**src/rtl/prog_loader_pkg.sv**
```systemverilog
// Shared definitions for the program loader and the processor core:
// writeback status codes, loader FSM encoding and the default load address.
package prog_loader_pkg;

  // Writeback-stage status codes
  localparam logic [1:0] STAT_INS = 2'b00;
  localparam logic [1:0] STAT_AOK = 2'b01;
  localparam logic [1:0] STAT_HLT = 2'b10;
  localparam logic [1:0] STAT_ADR = 2'b11;

  // Default program placement and memory size
  localparam logic [63:0] LOAD_BASE_DEFAULT = 64'd64;
  localparam int unsigned MEM_BYTES_DEFAULT = 32'd1024;

  // Loader / run-control state encoding
  typedef enum logic [2:0] {
    ST_IDLE   = 3'd0,
    ST_LOAD   = 3'd1,
    ST_RUN    = 3'd2,
    ST_HALTED = 3'd3,
    ST_ERR    = 3'd4
  } state_e;

  // Running modulo-256 checksum step
  function automatic logic [7:0] csum_add(input logic [7:0] sum, input logic [7:0] b);
    return sum + b;
  endfunction

endpackage

```
**src/rtl/prog_loader.sv**
```systemverilog
// Program loader: streams bytes into memory starting at LOAD_BASE, validates
// the trailing checksum, then enables the processor and tracks its run status.
import prog_loader_pkg::*;

module prog_loader #(
  parameter logic [63:0] LOAD_BASE = LOAD_BASE_DEFAULT,
  parameter int unsigned MEM_BYTES = MEM_BYTES_DEFAULT
) (
  input  logic        clk,
  input  logic        rst,
  input  logic        in_valid,
  input  logic [7:0]  in_data,
  input  logic        in_last,
  output logic        in_ready,
  output logic        mem_we,
  output logic [63:0] mem_addr,
  output logic [7:0]  mem_wdata,
  input  logic [1:0]  W_stat,
  output logic        cpu_run,
  output logic [63:0] boot_pc,
  output logic        load_err,
  output logic        halted,
  output logic [1:0]  final_stat,
  output logic [31:0] cycle_count
);

  state_e      state_q, state_d;
  logic [63:0] index_q, index_d;
  logic [7:0]  csum_q, csum_d;
  logic        mem_we_q, mem_we_d;
  logic [63:0] mem_addr_q, mem_addr_d;
  logic [7:0]  mem_wdata_q, mem_wdata_d;
  logic        halted_q, halted_d;
  logic [1:0]  final_stat_q, final_stat_d;
  logic [31:0] cycle_count_q, cycle_count_d;

  logic        accept;
  logic [63:0] wr_addr;
  logic        mem_full;
  logic [7:0]  csum_next;

  // The byte stream is open only before the program has been committed.
  assign in_ready  = (state_q == ST_IDLE) || (state_q == ST_LOAD);
  assign accept    = in_valid && in_ready;
  assign wr_addr   = LOAD_BASE + index_q;
  // ">=" also covers a LOAD_BASE placed beyond the end of memory.
  assign mem_full  = (wr_addr >= 64'(MEM_BYTES));
  assign csum_next = csum_add(csum_q, in_data);

  assign cpu_run     = (state_q == ST_RUN);
  assign load_err    = (state_q == ST_ERR);
  assign boot_pc     = LOAD_BASE;
  assign mem_we      = mem_we_q;
  assign mem_addr    = mem_addr_q;
  assign mem_wdata   = mem_wdata_q;
  assign halted      = halted_q;
  assign final_stat  = final_stat_q;
  assign cycle_count = cycle_count_q;

  // Next-state logic: loading, checksum verdict, run monitoring, terminal states.
  always_comb begin
    state_d       = state_q;
    index_d       = index_q;
    csum_d        = csum_q;
    mem_we_d      = 1'b0;
    mem_addr_d    = mem_addr_q;
    mem_wdata_d   = mem_wdata_q;
    halted_d      = halted_q;
    final_stat_d  = final_stat_q;
    cycle_count_d = cycle_count_q;

    case (state_q)
      ST_IDLE, ST_LOAD: begin
        if (accept) begin
          if (mem_full) begin
            // Program does not fit: drop the byte and fail the load.
            state_d = ST_ERR;
          end else begin
            mem_we_d    = 1'b1;
            mem_addr_d  = wr_addr;
            mem_wdata_d = in_data;
            index_d     = index_q + 64'd1;
            csum_d      = csum_next;
            if (in_last) begin
              state_d = (csum_next == 8'd0) ? ST_RUN : ST_ERR;
            end else begin
              state_d = ST_LOAD;
            end
          end
        end else begin
          state_d = state_q;
        end
      end

      ST_RUN: begin
        if (W_stat == STAT_AOK) begin
          cycle_count_d = cycle_count_q + 32'd1;
        end else begin
          final_stat_d = W_stat;
          halted_d     = 1'b1;
          state_d      = ST_HALTED;
        end
      end

      ST_HALTED, ST_ERR: begin
        state_d = state_q;
      end

      default: begin
        // Illegal encoding: park in the failure state.
        state_d = ST_ERR;
      end
    endcase
  end

  // State and output registers with synchronous reset.
  always_ff @(posedge clk) begin
    if (rst) begin
      state_q       <= ST_IDLE;
      index_q       <= 64'd0;
      csum_q        <= 8'd0;
      mem_we_q      <= 1'b0;
      mem_addr_q    <= 64'd0;
      mem_wdata_q   <= 8'd0;
      halted_q      <= 1'b0;
      final_stat_q  <= STAT_AOK;
      cycle_count_q <= 32'd0;
    end else begin
      state_q       <= state_d;
      index_q       <= index_d;
      csum_q        <= csum_d;
      mem_we_q      <= mem_we_d;
      mem_addr_q    <= mem_addr_d;
      mem_wdata_q   <= mem_wdata_d;
      halted_q      <= halted_d;
      final_stat_q  <= final_stat_d;
      cycle_count_q <= cycle_count_d;
    end
  end

endmodule
```
**config.mk**
```make
export PLATFORM = sky130hd
export DESIGN_NAME = prog_loader
export DESIGN_NICKNAME = d
export VERILOG_FILES = /design/src/rtl/prog_loader_pkg.sv /design/src/rtl/prog_loader.sv
export SDC_FILE = /design/constraint.sdc
export NUM_CORES = 1
export LEC_CHECK = 0
export BUFFER_PORTS_ARGS = -buffer_cell sky130_fd_sc_hd__buf_2
export CAP_MARGIN = 5
export CORE_ASPECT_RATIO = 1.4
export CORE_UTILIZATION = 40
export CTS_BUF_LIST = sky130_fd_sc_hd__clkbuf_16
export DETAILED_ROUTE_END_ITERATION = 6
export SLEW_MARGIN = 40
export SYNTH_ARGS = -nofsm -noshare
export SYNTH_HDL_FRONTEND = slang
export SYNTH_SLANG_ARGS = --single-unit
```
**constraint.sdc**
```tcl
create_clock -name clk -period 5.5 [get_ports clk]
set_clock_uncertainty 0.1 [all_clocks]
set_input_delay 0.55 -clock clk [delete_from_list [all_inputs] [get_ports clk]]
set_output_delay 0.55 -clock clk [all_outputs]
set_load 0.005 [all_outputs]
```
After elaboration in Yosys (flattened, before gate mapping)

Index checks and enable logic that the tools add are counted.

Register bits after elaboration: 183
Input port bits: 14
Output and inout port bits: 175
Word-level logic and storage cells: 44

$add $sub $neg: 4
Order comparisons: 1
Equality and inequality tests: 7
Mux-type cells: 7
Bitwise gates (word level): 5
Reductions and logical operators: 11

Operators by type and width:

| kind                                                   | number |
|---|---|
| adder 64 x 1 -> 64 bit (second input constant)         | 1 |
| adder 7 x 64 -> 64 bit (first input constant)          | 1 |
| >= comparator 64 x 11 -> 1 bit (second input constant) | 1 |
| adder 32 x 1 -> 32 bit (second input constant)         | 1 |
| two-way mux 3 bit                                      | 5 |
| case mux 3 bit (3 select lines)                        | 1 |
| adder 8 bit                                            | 1 |
| zero test 8 bit                                        | 1 |
| == test 3 x 2 -> 1 bit (second input constant)         | 2 |
| AND reduction 3 bit                                    | 2 |
| NOT 1 bit                                              | 5 |
| != test 2 bit (second input constant)                  | 2 |
| AND reduction 2 bit                                    | 2 |
| OR reduction 2 bit                                     | 2 |
| == test 3 x 1 -> 1 bit (second input constant)         | 1 |
| == test 3 bit (second input constant)                  | 1 |
| zero test 3 bit                                        | 1 |
| OR reduction 3 bit                                     | 1 |
| == test 2 x 1 -> 1 bit (second input constant)         | 1 |
| logical AND 1 bit                                      | 1 |
| logical OR 1 bit                                       | 1 |
| two-way mux 1 bit                                      | 1 |

Longest topological paths before layout

Gate-level depths: netlist (run 1).

Depth in word-level cells: 7
Depth in mapped cells: 12
Mapped depth without buffers: 12

Worst setup path after synthesis (run 1)

Ideal clock, no wire load.

Path kind: reg-to-reg
Start: reg index_q[25]
End: reg index_q[35]
Setup time: 136 ps
Arrival time: 3537 ps
Data required time: 5264 ps
Path slack: 1726 ps
Stages on the path, launching flop included: 12
Path buffers: 2
Clock period less this slack: 3774 ps
Cells stage by stage: dfxtp_1 > nand3_1 > or4_1 > or2_2 > nor2_1 > xor2_1 > or4_4 > or4_4 > buf_6 > nor4_4 > buf_6 > nor3b_2

Word-level cells in the longest chain between the ends: 4
Elaborated cells between the ends (all ways): 5
Those cells by class: add/sub: 2; order compare: 1; bitwise: 1; reduce/logical: 1

RTL lines:

| item                           | line               | text |
|---|---|---|
| from (decl)                    | prog_loader.sv:28  | `logic [63:0] index_q, index_d;` |
| from (signal assigned)         | prog_loader.sv:130 | `index_q <= index_d;` |
| adder 7 x 64 -> 64 bit         | prog_loader.sv:45  | `assign wr_addr = LOAD_BASE + index_q;` |
| >= comparator 64 x 11 -> 1 bit | prog_loader.sv:47  | `assign mem_full = (wr_addr >= 64'(MEM_BYTES));` |
| NOT 1 bit (no line)            | n/a                |  |
| AND reduction 3 bit (no line)  | n/a                |  |

Parallel ways exist; a longest one is shown, timed or not.
A chain may end at the register's enable or synchronous reset.

Worst setup path after layout (run 1)

Start: reg index_q[6]
End: reg index_q[40]

Same word-level chain as after synthesis.

==> results by stage, run 1 <==
Run status:
- The run finished with clean final reports.

Route:
- The number of detailed-routing iterations run before antenna repair is 4.
- After detailed routing, the average wire length per cell comes to 15.4 um.
- The detail route stage leaves a number of antenna-violating nets equal to 0.
- For this run, design rule violations remaining after detail routing come to 0.
- The DRC marker count from the first detailed-route iteration is 323.
- The via-per-instance ratio is 5.24.
- Summed over all layers, the routed wires come to 20.0 mm.
- The detailed router placed 6,826 vias in this run.

Floorplan:
- The starting utilization of the core area is 40.7%.
- The core region is 21,200 um^2.
- In this run the core area contains 63 standard-cell rows.
- The floorplan die area is 22,200 um^2.
- The die is 126 um wide.
- The count of pins on the block boundary is 189.
- Measured along the y axis, the die boundary spans 176 um.

Layout:
- The area taken by flip-flops and latches is 3660 um^2.
- The number of diodes added for antenna fixing is 0.
- In the final layout, the share of cells above drive strength 1 is 20.9%.
- Summing all multi-input logic gate instances after layout gives 4460 um^2.
- The growth of design area from synthesis to finish is 13.2%.
- In the final design database the tool counted 1,055 nets.
- The number of fillers in the final layout is 2,054.

Synthesis:
- Yosys printed 0 warnings.
- The cell area after technology mapping is 8640 um^2.
- Counting every instance in the synthesized netlist gives 931.
- In the synthesized netlist the async set-or-reset flop fraction comes to 0%.
- Ranked by total cell area, the synthesized netlist is headed by sky130_fd_sc_hd__dfxtp_1 42%, sky130_fd_sc_hd__and3_1 5.6%, sky130_fd_sc_hd__buf_4 5.6%.
- The average instance in the mapped netlist occupies 9.28 um^2.
- The leading area contributor after synthesis is sky130_fd_sc_hd__dfxtp_1.
- Synthesis instantiated 63 different standard cells from the library.
- For this run, the leading register cell type out of synthesis is sky130_fd_sc_hd__dfxtp_1.
- The number of flops mapped to enable cells by yosys is 0.
- The flop and latch count out of synthesis is 183.
- The synthesized design devotes to its leading area cell type 42.4% of total area.
- The sequential cell area fraction in the yosys report is 42.4%.

STA:
- Setup violations remaining at the end of the flow were counted as 0.
- The final max-slew violation count was 0.
- The worst path in the final design needs a cycle of 4.62 ns, including I/O delays and setup.
- The period utilization is 84.1%.
- The total negative slack is 0 ns.
- The headroom to the max-slew limit is 53.5%.
- The number of endpoints with negative hold slack in the final report is 0.
- Setup repair after global routing left no endpoint under its margin.
- At the pin with the least slew margin, the transition time is 0.692 ns.
- Timing would allow up to 0.216 GHz.

Worst hold path:
- The worst hold path terminates at final_stat[1].
- The source of the worst hold timing path is W_stat[1].
- Along the worst hold path, the cell count comes to 3.
- The path class of the tightest hold or removal check is in -> reg.

Setup path:
- Among the stages of the critical path, the cell type that occurs most often is sky130_fd_sc_hd__nand4_1.
- The worst setup path category is reg -> reg.
- The category of cells accounting for the largest share of critical-path delay is simple AND/OR/NAND/NOR gates.
- The type of element launching the critical path is a flop.
- The critical register-to-register path endpoint is index_q[40].
- Walking the worst path, the cells encountered are ha_1 > nand4_1 > nor4_2 > nand2_1 > xnor2_1 > nor4_1 > nand4_1 > or4_4 > nor4_4 > buf_4 > nor3b_1.
- The delay contributed by the slowest stage of the critical path is 0.76 ns.
- In this run the critical register-to-register path is launched from index_q[6].
- The number of buffers and inverters on the critical path is 1.
- At the worst endpoint, the required time is 5.69 ns.
- The worst setup path is captured at a flop.
- The cell with the largest stage delay on the worst path is sky130_fd_sc_hd__or4_4.
- The setup check on the worst reg-to-reg path leaves a slack of 0.88 ns.
- The count of cells along the worst register-to-register path is 11.
- Of all nets on the critical path, the largest fanout is 26.
- The arrival time reported for the critical path endpoint is 4.81 ns.

Place:
- The number of buffer cells added on primary ports is 124.
- The routability-driven placement congestion ratio is 0.851.
- The wire-length estimate of the detail-placed layout is 14.0 mm.

Global routing:
- The total congestion overflow is 0.
- The via count of the first global-routing pass is 6,393.
- The total track usage is 18.3%.
- The pin count of the biggest net entering global routing is 73.
- The global-route wire length before repair is 32.5 mm.
- The initial antenna violation count is 0.

Pwr:
- Net switching is 23.7% of the power.
- Per report_power, the sequential group accounts for 49.8% of the total.
- The clock network power share is 44.2%.
- Dividing total power by cell area gives a power density of 278 nW/um^2.
- Cell internal power was estimated by the tool at 2.07 mW.
- The net load switching power is 0.645 mW.
- VDD sags by at most 0.000232 V.
- The overall power after layout is 2.72 mW.
- The cell leakage power is 4.29 nW.
- The fraction of power consumed by combinational cells is 6.0%.

CTS:
- The buffer levels on the longest clock path is 2.
- The number of hold buffers added after CTS was 0.
- The source-to-sink clock delay at the later pin of the worst-skew pair is 0.43 ns.
- The count of buffers added by post-CTS timing repair for setup is 0.
- The CTS root buffer is sky130_fd_sc_hd__clkbuf_16.
- Clock-pin slew was measured on the worst setup and hold paths at 0.07 ns.
- TritonCTS built the clock tree.
- The clock drives 183 sinks.
- In this run, CTS created clock tree buffers numbering 17.
- In this run, post-CTS repair resized a total of 0 instances.
- The CTS H-tree depth is 4.

Flow run:
- The tool flagged a number of max-cap violations equal to 0.
## synth_stat cells (all sizes together) (12+ instances only)
cell and n:
xnor2 32, and4 17, nand4 49, nor4 15, dfxtp 183, nor2 58, clkbuf 37, o21ai 12
nor3 25, and3 77, nand2 45, buf 77, inv 14, a21oi 31, nor3b 52, xor2 36
nand3 37
## worst reg2reg max path, delay by kind of cell, from the launching register on
kind	cells	cell delay, ns
DFF	1	0.44
buffers and inverters	1	0.34
xor gates and xnor gates	1	0.20
adders and majority gates	1	0.26
and+or+nand+nor	8	3.16
## layout make-up
class	count	area share, %
clock buffers	17	4.35
clock inverters	15	1.57
inverters	15	0.576
multi-input cells	681	45.6
flip-flops and latches	183	37.5
well taps	260	3.33
repair buffers	131	7.07
## power by group through the flow
stage	Sequential [mW]	Combinational, mW	Clock [mW]
after floorplan	1.38	0.157	0
after global placement	1.38	0.163	0
after detailed placement	1.38	0.164	0
after CTS	1.35	0.164	1.24
after global routing	1.36	0.184	1.29
final	1.35	0.163	1.20
## through the flow
step	utilization (%)	instance area [um^2]	hold WS, ns	worst slack [ns]	instances
global placement	43.3	9190	0.345	1.04	1270
floorplan	-	8870	0.352	1.73	993
CTS	46.1	9770	0.262	0.912	1302
global route	46.1	9780	0.281	0.543	1302
detailed placement	43.4	9190	0.349	0.956	1270
finish	46.1	9780	0.282	0.877	1302
## state kept, by name, indices dropped and copies added, names as in the netlist
signal,cells
mem_we,1
cycle_count,32
mem_addr,64
final_stat,2
halted,1
state_q,3
index_q,64
mem_wdata,8
csum_q,8
## metal layers
layer	routed length [um]	global-route usage (%)	vias up	share of wire, %
met5	0	0	-	0
met4	438	7.88	0	2.2
met3	1180	5.27	30	5.9
met2	9650	31.2	205	48
met1	8740	21.2	3181	44
li1	-	-	3410	-
## how the worst max path moves through the flow
stage,start,endpoint,slack (ns),depth (start not counted)
after detailed placement,index_q[6],index_q[40],0.96,11
after floorplan,index_q[25],index_q[35],1.73,11
after global placement,index_q[6],index_q[40],1.04,11
final,index_q[6],index_q[40],0.88,11
after CTS,index_q[6],index_q[40],0.91,11
after global routing,index_q[6],index_q[16],0.54,11
## cell families (layout without fill, tap and decap cells)
family	after synthesis	after routing	synth area share, %
simple gates	420	420	30.2
flops	183	183	42.4
buf+inv	129	178	8.85
compound gates	99	99	7.60
xor+xnor	68	68	6.89
mux	18	18	2.19
fa+ha+maj	12	12	1.82
other cells	2	64	0.0869
## cell usage in the layout, fill, tap and decap left out, types with 24 or more instances in the layout
master	Yosys	routed
sky130_fd_sc_hd__and3_1	77	77
sky130_fd_sc_hd__nand2_1	45	45
sky130_fd_sc_hd__dfxtp_1	183	183
sky130_fd_sc_hd__xor2_1	36	36
sky130_fd_sc_hd__nand4_1	48	48
sky130_fd_sc_hd__nor3b_1	32	31
sky130_fd_sc_hd__nand3_1	36	35
sky130_fd_sc_hd__a21oi_1	31	31
sky130_fd_sc_hd__xnor2_1	32	32
sky130_fd_sc_hd__buf_2	8	123
sky130_fd_sc_hd__conb_1	2	64
sky130_fd_sc_hd__nor2_1	58	58
sky130_fd_sc_hd__nor3_1	24	24
Power figures use the tool's default switching activity.
==> inputs of run 2 (changes only) <==
==> constraint.sdc (replaced) <==
create_clock -name clk -period 4.4 [get_ports clk]
set_clock_uncertainty 0.1 [all_clocks]
set_input_delay 0.44 -clock clk [delete_from_list [all_inputs] [get_ports clk]]
set_output_delay 0.44 -clock clk [all_outputs]
set_load 0.005 [all_outputs]
==> run 2 against run 1 <==
  * Design area increased by 1.6%
  * Count of clock-buffer cells in the layout unchanged
  * Fmax increased by 12%
  * Combinational power increased by 25%
  * Critical endpoint is now index_q[0]
  * Largest cell class unchanged
==> results by stage, run 2 (same netlist as run 1, synthesis figures left out) <==
CTS:
- The count of buffers added by post-CTS timing repair for setup is 0.
- At the later pin of the worst-skew pair, clock insertion delay measures 0.44 ns.
- The number of sinks driven by the clock tree is 183.
- The H-tree generated during clock tree synthesis spans 4 levels.
- The total CTS buffers is 17.
- The clock-pin slew reported for the worst setup and hold paths after clock tree synthesis is 0.07 ns.
- Buffers inserted to repair hold after CTS numbered 0.
- TritonCTS built the clock tree.
- The buffer levels on the longest clock path is 2.
- In this run the clock root is driven by a sky130_fd_sc_hd__clkbuf_16.

Pwr:
- After layout, the design draws a total of 3.46 mW.
- The largest voltage drop on the vdd net is 0.000369 V.
- In this run the static leakage power is 4.38 nW.
- The power density over the cells is 348 nW/um^2.

Route:
- The number of vias after detailed routing is 7,004.
- The total wire length after detailed routing is 20.3 mm.
- Dividing the detail-routed wire length by the instance count gives 15.4 um.
- Before antenna repair, the detailed router went through 5 iterations.
- The via-per-instance ratio is 5.32.
- Once detail routing completed, the nets flagged for antenna violations numbered 0.
- The DRC marker count from the first detailed-route iteration is 321.
- After detailed routing, the number of remaining DRC violations is 0.

Floorplan:
- The starting utilization of the core area is 40.7%.
- The number of placement rows is 63.
- The overall die height is 176 um.
- The die extent in x is 126 um.
- The floorplan step defined a die boundary enclosing 22,200 um^2.
- The floorplan step defined a core boundary enclosing 21,200 um^2.
- In this run the count of I/O pins placed on the die edge is 189.

Flow run:
- The tool flagged a number of max-cap violations equal to 0.

Setup path:
- The worst register-to-register path ends at index_q[0].
- The critical path launch point is index_q[6].
- The critical path is of the reg -> reg type.
- The count of cells along the worst register-to-register path is 11.
- The worst register-to-register path has a setup slack of 0.28 ns.
- Along the worst path, the maximum fanout reaches 26.
- Data on the critical path is required at its endpoint by 4.60 ns.
- Following the worst setup path forward leads to its endpoint at index_q[0].
- At the worst endpoint, the arrival time is 4.32 ns.
- The worst setup path is captured at a flop.
- In this run the critical register-to-register path is launched from index_q[6].
- The type of element launching the critical path is a flop.

Place:
- Input and output buffers added on the ports amount to 124.
- The area after detailed placement is 9320 um^2.
- The HPWL after detailed placement is 14.0 mm.
- The congestion estimate from routability-driven global placement came to 0.881.

STA:
- The final critical delay including setup and external delays is 4.12 ns.
- The tightest hold path in the finished design has a slack of 0.167 ns.
- The final max-slew violation count came to 0.
- The headroom to the max-slew limit is 52.3%.
- The total negative slack is 0 ns.
- The highest clock frequency the design can meet is 0.243 GHz.
- The total setup violations reported at the end of the flow is 0.
- The transition time of the tightest slew-check pin is 0.716 ns.
- Setup repair after global routing could not meet its margin everywhere.
- The period utilization is 93.7%.
- The number of endpoints with negative hold slack in the final report came to 0.

Global routing:
- The via count of the first global-routing pass is 6,747.
- The pin count of the biggest net entering global routing is 74.
- After global routing the overflow that remains totals 0.
- The initial antenna violation count came to 0.
- The total track usage is 18.9%.
- The global-route wire length before repair is 33.7 mm.

Layout:
- The ratio of cells with drive above 1 in the final layout is 22.1%.
- The growth of design area from synthesis to finish is 15.0%.
- 0 antenna diodes ended up in the layout.
- The library cells used most frequently in the layout, excluding fill and tap cells, are 183 x sky130_fd_sc_hd__dfxtp_1, 123 x sky130_fd_sc_hd__buf_2, 77 x sky130_fd_sc_hd__and3_1, 64 x sky130_fd_sc_hd__conb_1, 58 x sky130_fd_sc_hd__nor2_1.
- At the end of the flow, the number of nets in the layout was 1,070.
- The cell area after layout is 9940 um^2.
- The layout has 2,068 filler cells.
- The leading cell type in the layout, fill and taps excluded is sky130_fd_sc_hd__dfxtp_1.

Worst hold path:
- The min-delay analysis places its worst path in the category in -> reg.

Run status:
- The flow ran to the end, and the final reports show no timing, DRC or antenna violations.
run 2: worst min path at each step:
stage,from,end,slack (ns),depth (start not counted)
2_1_floorplan,csum_q[0],csum_q[0],0.35,2
3_3_place_gp,mem_addr[0],mem_addr[0],0.34,2
3_5_place_dp,mem_addr[0],mem_addr[0],0.35,2
4_1_cts,W_stat[1],final_stat[1],0.15,3
5_1_grt,W_stat[1],final_stat[1],0.17,3
6_report,W_stat[1],final_stat[1],0.17,3
run 2: stage by stage:
step	instances	util, %	setup WS [ns]
after floorplan	993	-	0.626
after global routing	1316	46.9	0.00225
after CTS	1316	46.8	0.177
after detailed placement	1285	43.9	0.233
final	1316	46.9	0.278
after global placement	1285	43.9	0.320
run 2: layer usage:
| layer | GRT usage, % | vias up | part of all wire (%) |
|---|---|---|---|
| met5 | 0 | - | 0 |
| met4 | 10.8 | 0 | 3.4 |
| met3 | 5.03 | 50 | 5.7 |
| met2 | 31.6 | 226 | 49 |
| met1 | 21.6 | 3292 | 42 |
| li1 | - | 3436 | - |
run 2: area by class of cell:
type                    instances  area [um^2]  share of cell area [%]
multi-input cells             681         4480                    45.1
flip-flops and latches        183         3660                    36.9
repair buffers                146          813                    8.18
clock buffers                  17          425                    4.28
well taps                     260          325                    3.27
clock inverters                14          174                    1.75
inverters                      15         56.3                   0.566
run 2: repair_timing:
item	in CTS	in global routing
hold endpoints to repair	0	0
endpoints found under the setup margin	0	59
gates resized for setup	0	4
run 2: where the power goes:
group          internal [mW]  total, mW  leakage (nW)  switching, mW
sequential              1.68       1.69          1.48         0.0138
combinational         0.0735      0.203          2.62          0.130
clock                  0.894       1.56         0.282          0.667
run 2: worst max-delay path, stage by stage (launching register included):
cell and delay, ns:
sky130_fd_sc_hd__dfxtp_1 0.43, sky130_fd_sc_hd__ha_1 0.26, sky130_fd_sc_hd__nand4_1 0.31, sky130_fd_sc_hd__nor4_2 0.25
sky130_fd_sc_hd__buf_4 0.17, sky130_fd_sc_hd__nand4_1 0.10, sky130_fd_sc_hd__a211o_1 0.33, sky130_fd_sc_hd__nor4_1 0.28
sky130_fd_sc_hd__nand4_1 0.22, sky130_fd_sc_hd__or4_4 0.76, sky130_fd_sc_hd__nor3_2 0.57, sky130_fd_sc_hd__o21ai_0 0.18
==> inputs of run 3 (changes only) <==
--- a/config.mk
+++ b/config.mk
@@ -11,7 +11,8 @@
 export CORE_UTILIZATION = 40
 export CTS_BUF_LIST = sky130_fd_sc_hd__clkbuf_16
 export DETAILED_ROUTE_END_ITERATION = 6
-export SLEW_MARGIN = 40
+export PLACE_DENSITY = 0.74
+export SLEW_MARGIN = 20
 export SYNTH_ARGS = -nofsm -noshare
 export SYNTH_HDL_FRONTEND = slang
 export SYNTH_SLANG_ARGS = --single-unit
==> run 3 against run 2 <==
  * Power down 5.4%
  * Flip-flop and latch count unchanged
  * Count of clock-buffer cells in the layout stayed put
  * Design area decreased by 1.4%
  * Sequential power is essentially flat
  * Global-route usage down 1.1 points
  * Largest cell class unchanged
  * Highest routed layer unchanged
==> results by stage, run 3 (same netlist as run 1, synthesis figures left out) <==
Floorplan:
- 189 I/O pins were placed.
- Measured along the y axis, the die boundary spans 176 um.
- From left edge to right edge, the die measures 126 um.
- The die covers 22,200 um^2.
- The starting utilization of the core area is 40.7%.
- The number of placement rows is 63.
- The total core area is 21,200 um^2.

Route:
- In the final routed layout, each cell accounts on average for 14.9 um.
- The total wire length after detailed routing is 19.5 mm.
- The DRC marker count from the first detailed-route iteration is 294.
- The first detailed-routing pass took 4 iterations.
- The DRC violation count after routing is 0.
- The number of routed nets with antenna violations is 0.
- After detailed routing, the number of vias per cell comes to 5.36.
- The number of vias after detailed routing is 7,021.

Place:
- Detailed placement finished with a half-perimeter wire length of 13.5 mm.
- The total placed cells including tap cells is 1,276.
- The routability-driven placement congestion ratio is 0.882.
- Buffers placed on the I/O ports in this run total 124.
- At the placement stage, the worst setup path has a slack of 0.216 ns.

CTS:
- Buffers inserted to repair hold after CTS numbered 0.
- The tree is rooted in a sky130_fd_sc_hd__clkbuf_16.
- In this run, CTS created clock tree buffers numbering 17.
- The source-to-sink clock delay at the later pin of the worst-skew pair is 0.43 ns.
- The clock passes through at most 2 buffers.
- The CTS H-tree depth is 4.
- The CTS tree is built.
- The clock-pin slew reported for the worst setup and hold paths after clock tree synthesis is 0.07 ns.
- The clock net in this run drives a total of 183 sinks.

Setup path:
- For the worst setup path, the data arrival time is 4.26 ns.
- The worst setup path is launched from a flop.
- STA classifies the critical path endpoint as a flop.
- The critical-path maximum fanout is 27.
- The critical path is of the reg -> reg type.
- The required time of the critical path is 4.58 ns.

Global routing:
- The total overflow left after global routing is 0.
- The initial antenna violation count is 0.
- The global-route wire length before repair is 31.9 mm.
- The via count of the first global-routing pass was 6,547.
- Entering global routing, the biggest net connects 75 pins.
- The total track usage is 17.7%.

Pwr:
- In this run, flip-flops and latches consume 51.8% of the power.
- Across the VDD grid, the largest voltage drop is 0.000275 V.
- In this run, the combinational gates consume 6.2% of the power.
- Of the total power, the share spent switching nets is 23.2%.
- The power density over the cells is 334 nW/um^2.
- The internal power is 2.51 mW.
- In this run the static leakage power is 4.35 nW.
- Summed over all nets, the switching power comes to 0.758 mW.
- The clock network power share is 42.1%.

STA:
- The smallest setup slack after layout is 0.314 ns.
- The worst path uses 92.9% of the clock period.
- The final max-slew violation count is 0.
- For the pin with the worst max-slew slack, the measured transition is 0.934 ns.
- Setup repair after global routing left no endpoint under its margin.
- The number of endpoints with negative hold slack in the final report came to 0.
- Setup violations remaining at the end of the flow were counted as 0.
- Summed over all failing endpoints, the final setup total negative slack is 0 ns.
- Headroom to the max-slew limit came out at 37.7%.
- The clock period could shrink to 4.09 ns.
- Static timing analysis puts the maximum clock frequency at 0.245 GHz.

Layout:
- Summing all multi-input logic gate instances after layout gives 4490 um^2.
- The leading cell type in the layout, fill and taps excluded is sky130_fd_sc_hd__dfxtp_1.
- The final standard cell count with taps included and fillers excluded is 1,309.
- The number of nets in the layout is 1,063.
- Counting the fill cells in the layout gives 2,008.
- The library cells used most frequently in the layout, excluding fill and tap cells, are 183 x sky130_fd_sc_hd__dfxtp_1, 123 x sky130_fd_sc_hd__buf_2, 77 x sky130_fd_sc_hd__and3_1, 64 x sky130_fd_sc_hd__conb_1, 58 x sky130_fd_sc_hd__nor2_1.
- The number of diodes added for antenna fixing is 0.
- From synthesis to final layout, the design area changed by 13.5%.
- The area taken by flip-flops and latches is 3660 um^2.
- Cells with a size suffix above 1 make up 21.0% of the layout.

Run status:
- The flow ran to the end, and the final reports show no timing, DRC or antenna violations.

Worst hold path:
- The tightest min-delay check is of the in -> reg type.

Flow run:
- The reported max-cap violation count is 0.
-- run 3: changes by cell type in the layout (fill, tap and decap cells not counted), sizes merged --
| cell | before | now |
|---|---|---|
| buf | 146 | 139 |
| inv | 17 | 19 |
| clkinvlp | 4 | 2 |
| clkinv | 5 | 7 |
| bufinv | 3 | 1 |
-- run 3: cell type report --
| type | instances | share of cell area, % |
|---|---|---|
| Multi-Input combinational cell | 681 | 45.8 |
| Sequential cell | 183 | 37.4 |
| Timing Repair Buffer | 139 | 7.63 |
| Clock buffer | 17 | 4.34 |
| Tap cell | 260 | 3.32 |
| Clock inverter | 14 | 0.983 |
| Inverter | 15 | 0.574 |
-- run 3: path summary, 6_finish.rpt --
kind / start / end / slack [ns] / cells after the start
min reg2reg: mem_addr[2] / mem_addr[2] / 0.36 / 2
max reg2reg: index_q[6] / index_q[17] / 0.31 / 11
max: index_q[6] / index_q[17] / 0.31 / 11
min: W_stat[1] / final_stat[1] / 0.20 / 3
-- run 3: power by group through the flow --
stage                     Clock, mW  Combinational, mW  Sequential [mW]
after detailed placement          0              0.201             1.73
final                          1.37              0.201             1.69
after global placement            0              0.197             1.73
after floorplan                   0              0.196             1.73
after global routing           1.46              0.229             1.69
after CTS                      1.40              0.202             1.69
-- run 3: through the flow --
stage | total power [mW] | hold WS, ns | instance area (um^2) | utilization (%)
floorplan | 1.92 | 0.352 | 8870 | -
global placement | 1.93 | 0.345 | 9240 | 43.6
detailed placement | 1.93 | 0.352 | 9240 | 43.6
CTS | 3.30 | 0.176 | 9760 | 46.0
global route | 3.39 | 0.200 | 9800 | 46.2
finish | 3.27 | 0.196 | 9800 | 46.2
-- run 3: critical path, stage by stage (launching register included) --
cell,delay [ns]
sky130_fd_sc_hd__dfxtp_1,0.45
sky130_fd_sc_hd__ha_1,0.27
sky130_fd_sc_hd__nand4_1,0.34
sky130_fd_sc_hd__nor4_4,0.48
sky130_fd_sc_hd__nand4_1,0.17
sky130_fd_sc_hd__xnor2_1,0.16
sky130_fd_sc_hd__nor4b_1,0.29
sky130_fd_sc_hd__nand4_1,0.21
sky130_fd_sc_hd__or4_4,0.76
sky130_fd_sc_hd__nor4_4,0.35
sky130_fd_sc_hd__buf_12,0.25
sky130_fd_sc_hd__nor3b_1,0.08
-- run 3: timing repair --
action | 4_1_cts | 5_1_grt
hold endpoints to repair | 0 | 0
resized for setup | 0 | 4
endpoints found under the setup margin | 0 | 62
buffers inserted | 0 | 2
-- run 3: routing by layer --
layer | part of all wire (%) | wire length [um] | track usage [%] | up-vias
met1 | 41 | 8030 | 19.9 | 3301
li1 | - | - | - | 3433
met4 | 2.9 | 561 | 10.1 | 0
met3 | 5.7 | 1110 | 4.29 | 45
met5 | 0 | 0 | 0 | -
met2 | 50 | 9770 | 30.6 | 242
